`config.mk`:
```
export PLATFORM = sky130hd
export DESIGN_NAME = semaforo_scheduler
export DESIGN_NICKNAME = d
export VERILOG_FILES = /design/src/rtl/semaforo_pkg.sv /design/src/rtl/semaforo_scheduler_phase_timer.sv /design/src/rtl/semaforo_scheduler.sv
export SDC_FILE = /design/constraint.sdc
export NUM_CORES = 1
export LEC_CHECK = 0
export ABC_AREA = 1
export BUFFER_PORTS_ARGS = -buffer_cell sky130_fd_sc_hd__buf_2
export CORE_ASPECT_RATIO = 1.4
export CORE_MARGIN = 4
export CORE_UTILIZATION = 55
export CTS_CLUSTER_SIZE = 16
export DETAILED_ROUTE_END_ITERATION = 8
export PLACE_DENSITY = 0.75
export SYNTH_ARGS = -nofsm -noshare
export SYNTH_HDL_FRONTEND = slang
export SYNTH_SLANG_ARGS = --single-unit
```
`constraint.sdc`:
```
create_clock -name clk -period 3.3 [get_ports clk]
set_input_delay 0.165 -clock clk [delete_from_list [all_inputs] [get_ports clk]]
set_output_delay 0.165 -clock clk [all_outputs]
set_load 0.1 [all_outputs]
```
`src/rtl/semaforo_pkg.sv`:
```
// Shared definitions for the two-road crossing scheduler: phase codes,
// lamp encodings, config register addresses and small decode helpers.
package semaforo_pkg;

    typedef enum logic [2:0] {
        A_VERDE   = 3'd0,
        A_AMARELO = 3'd1,
        VERM_1    = 3'd2,
        B_VERDE   = 3'd3,
        B_AMARELO = 3'd4,
        VERM_2    = 3'd5
    } estado_t;

    localparam logic [2:0] LUZ_VERDE    = 3'b001;
    localparam logic [2:0] LUZ_AMARELO  = 3'b010;
    localparam logic [2:0] LUZ_VERMELHO = 3'b100;

    localparam logic [1:0] CFG_VERDE     = 2'd0;
    localparam logic [1:0] CFG_AMARELO   = 2'd1;
    localparam logic [1:0] CFG_VERMELHO  = 2'd2;
    localparam logic [1:0] CFG_MIN_VERDE = 2'd3;

    // A configured duration of 0 behaves as 1, so the reload value never underflows.
    function automatic logic [7:0] dur_m1(logic [7:0] d);
        return (d == 8'd0) ? 8'd0 : d - 8'd1;
    endfunction

    function automatic logic [1:0] dur_addr(estado_t s);
        case (s)
            A_VERDE, B_VERDE:     return CFG_VERDE;
            A_AMARELO, B_AMARELO: return CFG_AMARELO;
            default:              return CFG_VERMELHO;
        endcase
    endfunction

    function automatic logic [2:0] lamp_a(estado_t s);
        case (s)
            A_VERDE:   return LUZ_VERDE;
            A_AMARELO: return LUZ_AMARELO;
            default:   return LUZ_VERMELHO;
        endcase
    endfunction

    function automatic logic [2:0] lamp_b(estado_t s);
        case (s)
            B_VERDE:   return LUZ_VERDE;
            B_AMARELO: return LUZ_AMARELO;
            default:   return LUZ_VERMELHO;
        endcase
    endfunction

endpackage

```
`src/rtl/semaforo_scheduler_phase_timer.sv`:
```
// Per-phase timer: loadable down counter whose zero marks the phase end,
// plus a saturating cycles-in-phase counter (1 in the first cycle).
module phase_timer #(
    parameter logic [7:0] RST_CNT = 8'd2
) (
    input  logic       clk,
    input  logic       rst,
    input  logic       load,
    input  logic [7:0] load_val,
    output logic       done,
    output logic [7:0] elapsed
);

    logic [7:0] cnt;

    always_ff @(posedge clk or negedge rst) begin
        if (!rst) begin
            cnt     <= RST_CNT;
            elapsed <= 8'd1;
        end else if (load) begin
            cnt     <= load_val;
            elapsed <= 8'd1;
        end else begin
            if (cnt != 8'd0)
                cnt <= cnt - 8'd1;
            if (elapsed != 8'd255)
                elapsed <= elapsed + 8'd1;
        end
    end

    assign done = (cnt == 8'd0);

endmodule

```
`src/rtl/semaforo_scheduler.sv`:
```
// Phase scheduler for a two-road crossing: green/yellow/all-red sequencing with
// configurable durations and pedestrian requests that can cut a green short.
module semaforo_scheduler
    import semaforo_pkg::*;
#(
    parameter logic [7:0] VERDE     = 8'd3,
    parameter logic [7:0] AMARELO   = 8'd1,
    parameter logic [7:0] VERMELHO  = 8'd2,
    parameter logic [7:0] MIN_VERDE = 8'd1
) (
    input  logic       clk,
    input  logic       rst,
    input  logic       bt_a,
    input  logic       bt_b,
    input  logic       cfg_we,
    input  logic [1:0] cfg_addr,
    input  logic [7:0] cfg_wdata,
    output logic [7:0] cfg_rdata,
    output logic [2:0] A,
    output logic [2:0] B,
    output logic [2:0] phase,
    output logic [1:0] req
);

    localparam logic [7:0] RST_CNT = dur_m1(VERDE);

    estado_t    st, nxt;
    logic [7:0] cfg_mem [4];
    logic [7:0] elapsed;
    logic [7:0] min_eff;
    logic       done;
    logic       load;
    logic       exit_a, exit_b;

    always_ff @(posedge clk or negedge rst) begin
        if (!rst) begin
            cfg_mem[CFG_VERDE]     <= VERDE;
            cfg_mem[CFG_AMARELO]   <= AMARELO;
            cfg_mem[CFG_VERMELHO]  <= VERMELHO;
            cfg_mem[CFG_MIN_VERDE] <= MIN_VERDE;
        end else if (cfg_we) begin
            cfg_mem[cfg_addr] <= cfg_wdata;
        end
    end

    assign cfg_rdata = cfg_mem[cfg_addr];

    assign min_eff = (cfg_mem[CFG_MIN_VERDE] == 8'd0) ? 8'd1 : cfg_mem[CFG_MIN_VERDE];
    assign exit_a  = req[0] && (elapsed >= min_eff);
    assign exit_b  = req[1] && (elapsed >= min_eff);

    always_comb begin
        nxt = st;
        case (st)
            A_VERDE:   if (done || exit_a) nxt = A_AMARELO;
            A_AMARELO: if (done)           nxt = VERM_1;
            VERM_1:    if (done)           nxt = B_VERDE;
            B_VERDE:   if (done || exit_b) nxt = B_AMARELO;
            B_AMARELO: if (done)           nxt = VERM_2;
            VERM_2:    if (done)           nxt = A_VERDE;
            default:                       nxt = A_VERDE;
        endcase
    end

    // Every transition enters a different phase, so a state change is exactly a reload.
    assign load = (nxt != st);

    phase_timer #(
        .RST_CNT (RST_CNT)
    ) u_timer (
        .clk      (clk),
        .rst      (rst),
        .load     (load),
        .load_val (dur_m1(cfg_mem[dur_addr(nxt)])),
        .done     (done),
        .elapsed  (elapsed)
    );

    always_ff @(posedge clk or negedge rst) begin
        if (!rst) begin
            st <= A_VERDE;
            A  <= LUZ_VERDE;
            B  <= LUZ_VERMELHO;
        end else begin
            st <= nxt;
            A  <= lamp_a(nxt);
            B  <= lamp_b(nxt);
        end
    end

    assign phase = st;

    // A button held on the edge that enters yellow keeps its request pending.
    always_ff @(posedge clk or negedge rst) begin
        if (!rst) begin
            req <= 2'b00;
        end else begin
            req[0] <= bt_a | (req[0] & ~(load && nxt == A_AMARELO));
            req[1] <= bt_b | (req[1] & ~(load && nxt == B_AMARELO));
        end
    end

endmodule

```
==> results.cfg <==
[worst_setup_path]
slowest_delay_ns = 0.38
cp_data_required_time_ns = 3.53
ff2ff_path_depth = 26
cp_num_cells = 26
critPathKind = register to register
cpMaxStageDelayCell = dfrtp_1
end_kind = register
path_buf_inv = 4
r2r_setup_slack_ns = 0.05
path_max_fanout = 7
cp-start-kind = register
arrival_ns = 3.48
cp_top_family = simple AND/OR/NAND/NOR gates

[sta]
worstMarginPinSlew_ns = 0.781
maxSlewHeadroom_pct = 47.9
min_period_ns = 3.25
min_period_over_period_pct = 98.3
finalWorstSetupSlack_ns = 0.0550
rsz0062_at_grt = true
final-max-slew-violation-count = 0
hold_viol = 0
finalSetupTns_ns = 0
setup_violations = 0
fin_worst_skew_ns = 0.0103
fmax_mhz = 308

[status]
status = complete, no violations

[floorplanning]
core_mm2 = 0.00657
initial_utilization_pct = 56.4
die_area_mm2 = 0.00813
die_h_um = 105
io_pins = 34
rows = 35
die-width_um = 77.3

[global_routing]
grt_max_degree = 35
grt_pass1_wl_mm = 14.1
grt_pass1_vias = 2981
grtUsageTotal_pct = 22.2
antenna_found_initial = 0
overflow = 0

[synthesis]
synth.area.mux_share_pct = 0
syn_area_mm2 = 0.00370
synthXorXnorAreaFrac_pct = 1.18
ys_ff_latch = 59
ys_warn_count = 0
synth_cell_types = 39
synthSimpleGateAreaFrac_pct = 30.5
syn_area_per_cell_um2 = 8.08
yosysSeqAreaShare_pct = 40.2
synth-compound-area-share_pct = 14.8
synthAdderAreaFrac_pct = 4.39
synth_cells = 458
synth_top_family_by_area = simple AND/OR/NAND/NOR gates
syn_nets = 486

[power_and_ir_drop]
p_total_uw = 5280
powerDensity_mw_per_mm2 = 1170
ir_worst_vdd_v = 0.000609
cellLeakagePower_uw = 0.00234

[route]
ant_nets = 0
drt_iter0_markers = 157
routed-wl-met2_mm = 4.81
wl_per_cell_um = 15.2
remaining_drc_errors = 0
vias_per_cell = 5.46
highest_layer = met4
drt-met1-wl_mm = 3.71
first_pass_iters = 5
wirelength_mm = 9.22
vias = 3302
wl_met3_um = 361

[clock_tree]
cts.htree.levels = 3
cts_sinks = 59
cts_buffer_depth = 2
path_clk_slew_ns = 0.07
insertion_delay_ns = 0.35
cts_buffers = 9
cts_tree = built
cts-root-buf = clkbuf_8

[placement]
port_buffers = 33
postPlaceCellArea_mm2 = 0.00399
dp_hpwl_mm = 6.76
gp_congestion = 0.914
pre_cts_ws_ns = 0.0208

[layout]
n_antenna_cell = 0
fin_nets = 554
layout-drive-gt1-share_pct = 34.3
design_area_mm2 = 0.00453
fillers = 519
postLayoutCoreUtil_pct = 68.9
area_growth_pct = 22.2

[hold_path]
hold_path_class = primary input to register
hold_depth = 2

[flow_run]
cap_violations = 0
## worst paths after layout
check,start,endpoint
setup / recovery,cfg_mem[1],u_timer.cnt[7]
max in group asynchronous,rst,cfg_mem[25]
min in group asynchronous,rst,u_timer.elapsed[7]
hold / removal,bt_b,req[1]
hold reg to reg,u_timer.cnt[0],u_timer.cnt[0]
setup reg to reg,cfg_mem[1],u_timer.cnt[7]
## flip-flops by register name, indices dropped and copies added (netlist names)
| name | flops |
|---|---|
| A | 3 |
| B | 3 |
| phase | 3 |
| req | 2 |
| u_timer.cnt | 8 |
| u_timer.elapsed | 8 |
| cfg_mem | 32 |
## report_power, final
part / leakage [µW] / switching [µW] / total, µW / internal [µW]
clock network: 0.0000991 / 293 / 658 / 365
registers: 0.000723 / 143 / 1080 / 938
logic: 0.00152 / 2290 / 3540 / 1240
total: 0.00234 / 2730 / 5280 / 2550
## layout make-up
class | count | area (µm²) | area share [%]
well taps | 74 | 92.6 | 2.05
clock inverters | 5 | 52.6 | 1.16
repair buffers | 68 | 465 | 10.3
inverters | 67 | 256 | 5.67
multi-input cells | 321 | 2030 | 44.8
flip-flops and latches | 59 | 1490 | 32.9
clock buffers | 11 | 141 | 3.12
## cells in the final DEF, fill, tap and decap left out, drive strengths merged
cell and count:
nand3b 1, xor2 5, o221ai 8, a21o 2, dfstp 9, bufinv 1
nand4 1, o31ai 3, ha 13, nor3b 1, nand2 132, o21ai 50
o22ai 2, a21oi 12, buf 66, clkbuf 11, a22oi 8, o41ai 1
o21a 1, inv 67, clkinvlp 1, dfrtp 50, nor3 5, nand3 40
dlygate4sd3 2, nor2 36, clkinv 3
## cells in the mapped netlist, drive strengths merged
| cell type | instances | area share, % |
|---|---|---|
| nand2 | 132 | 15 |
| inv | 67 | 6.9 |
| dfrtp | 50 | 34 |
| o21ai | 50 | 7.5 |
| nand3 | 40 | 8.2 |
| nor2 | 36 | 5.1 |
| ha | 13 | 4.4 |
| a21oi | 12 | 1.7 |
| dfstp | 9 | 6.4 |
| a22oi | 8 | 1.6 |
| o221ai | 8 | 1.9 |
| buf | 6 | 1.6 |
| clkbuf | 5 | 0.51 |
| nor3 | 5 | 0.95 |
| xor2 | 5 | 1.2 |
| o31ai | 3 | 0.61 |
| a21o | 2 | 0.41 |
| o22ai | 2 | 0.68 |
| nand3b | 1 | 0.54 |
| nand4 | 1 | 0.17 |
| nor3b | 1 | 0.20 |
| o21a | 1 | 0.20 |
| o41ai | 1 | 0.24 |
## per-stage QoR
step	cells	hold slack [ns]
after floorplan	458	-0.131
after global placement	566	0.282
after detailed placement	566	0.281
after CTS	585	0.00299
after global routing	605	0.0190
final	605	0.00963
## timing repair
action	4_1_cts	5_1_grt
endpoints found under the setup margin	2	8
gates resized for setup	0	40
buffers inserted	1	20
pin swaps	1	28
hold buffers	2	0
endpoints found under the hold margin	29	0
## cell families (layout without fill, tap and decap cells)
family          count (synthesis)  count (layout)
flops                          59              59
compound gates                 87              87
buf+inv                        78             151
xor+xnor                        5               5
simple gates                  216             216
fa+ha+maj                      13              13
## metal layers
metal	up-vias	global-route usage (%)
met2	82	39.6
met3	26	3.79
li1	1633	-
met1	1561	25.9
met4	0	9.03
met5	-	0
(Power assumes the default switching activity.)
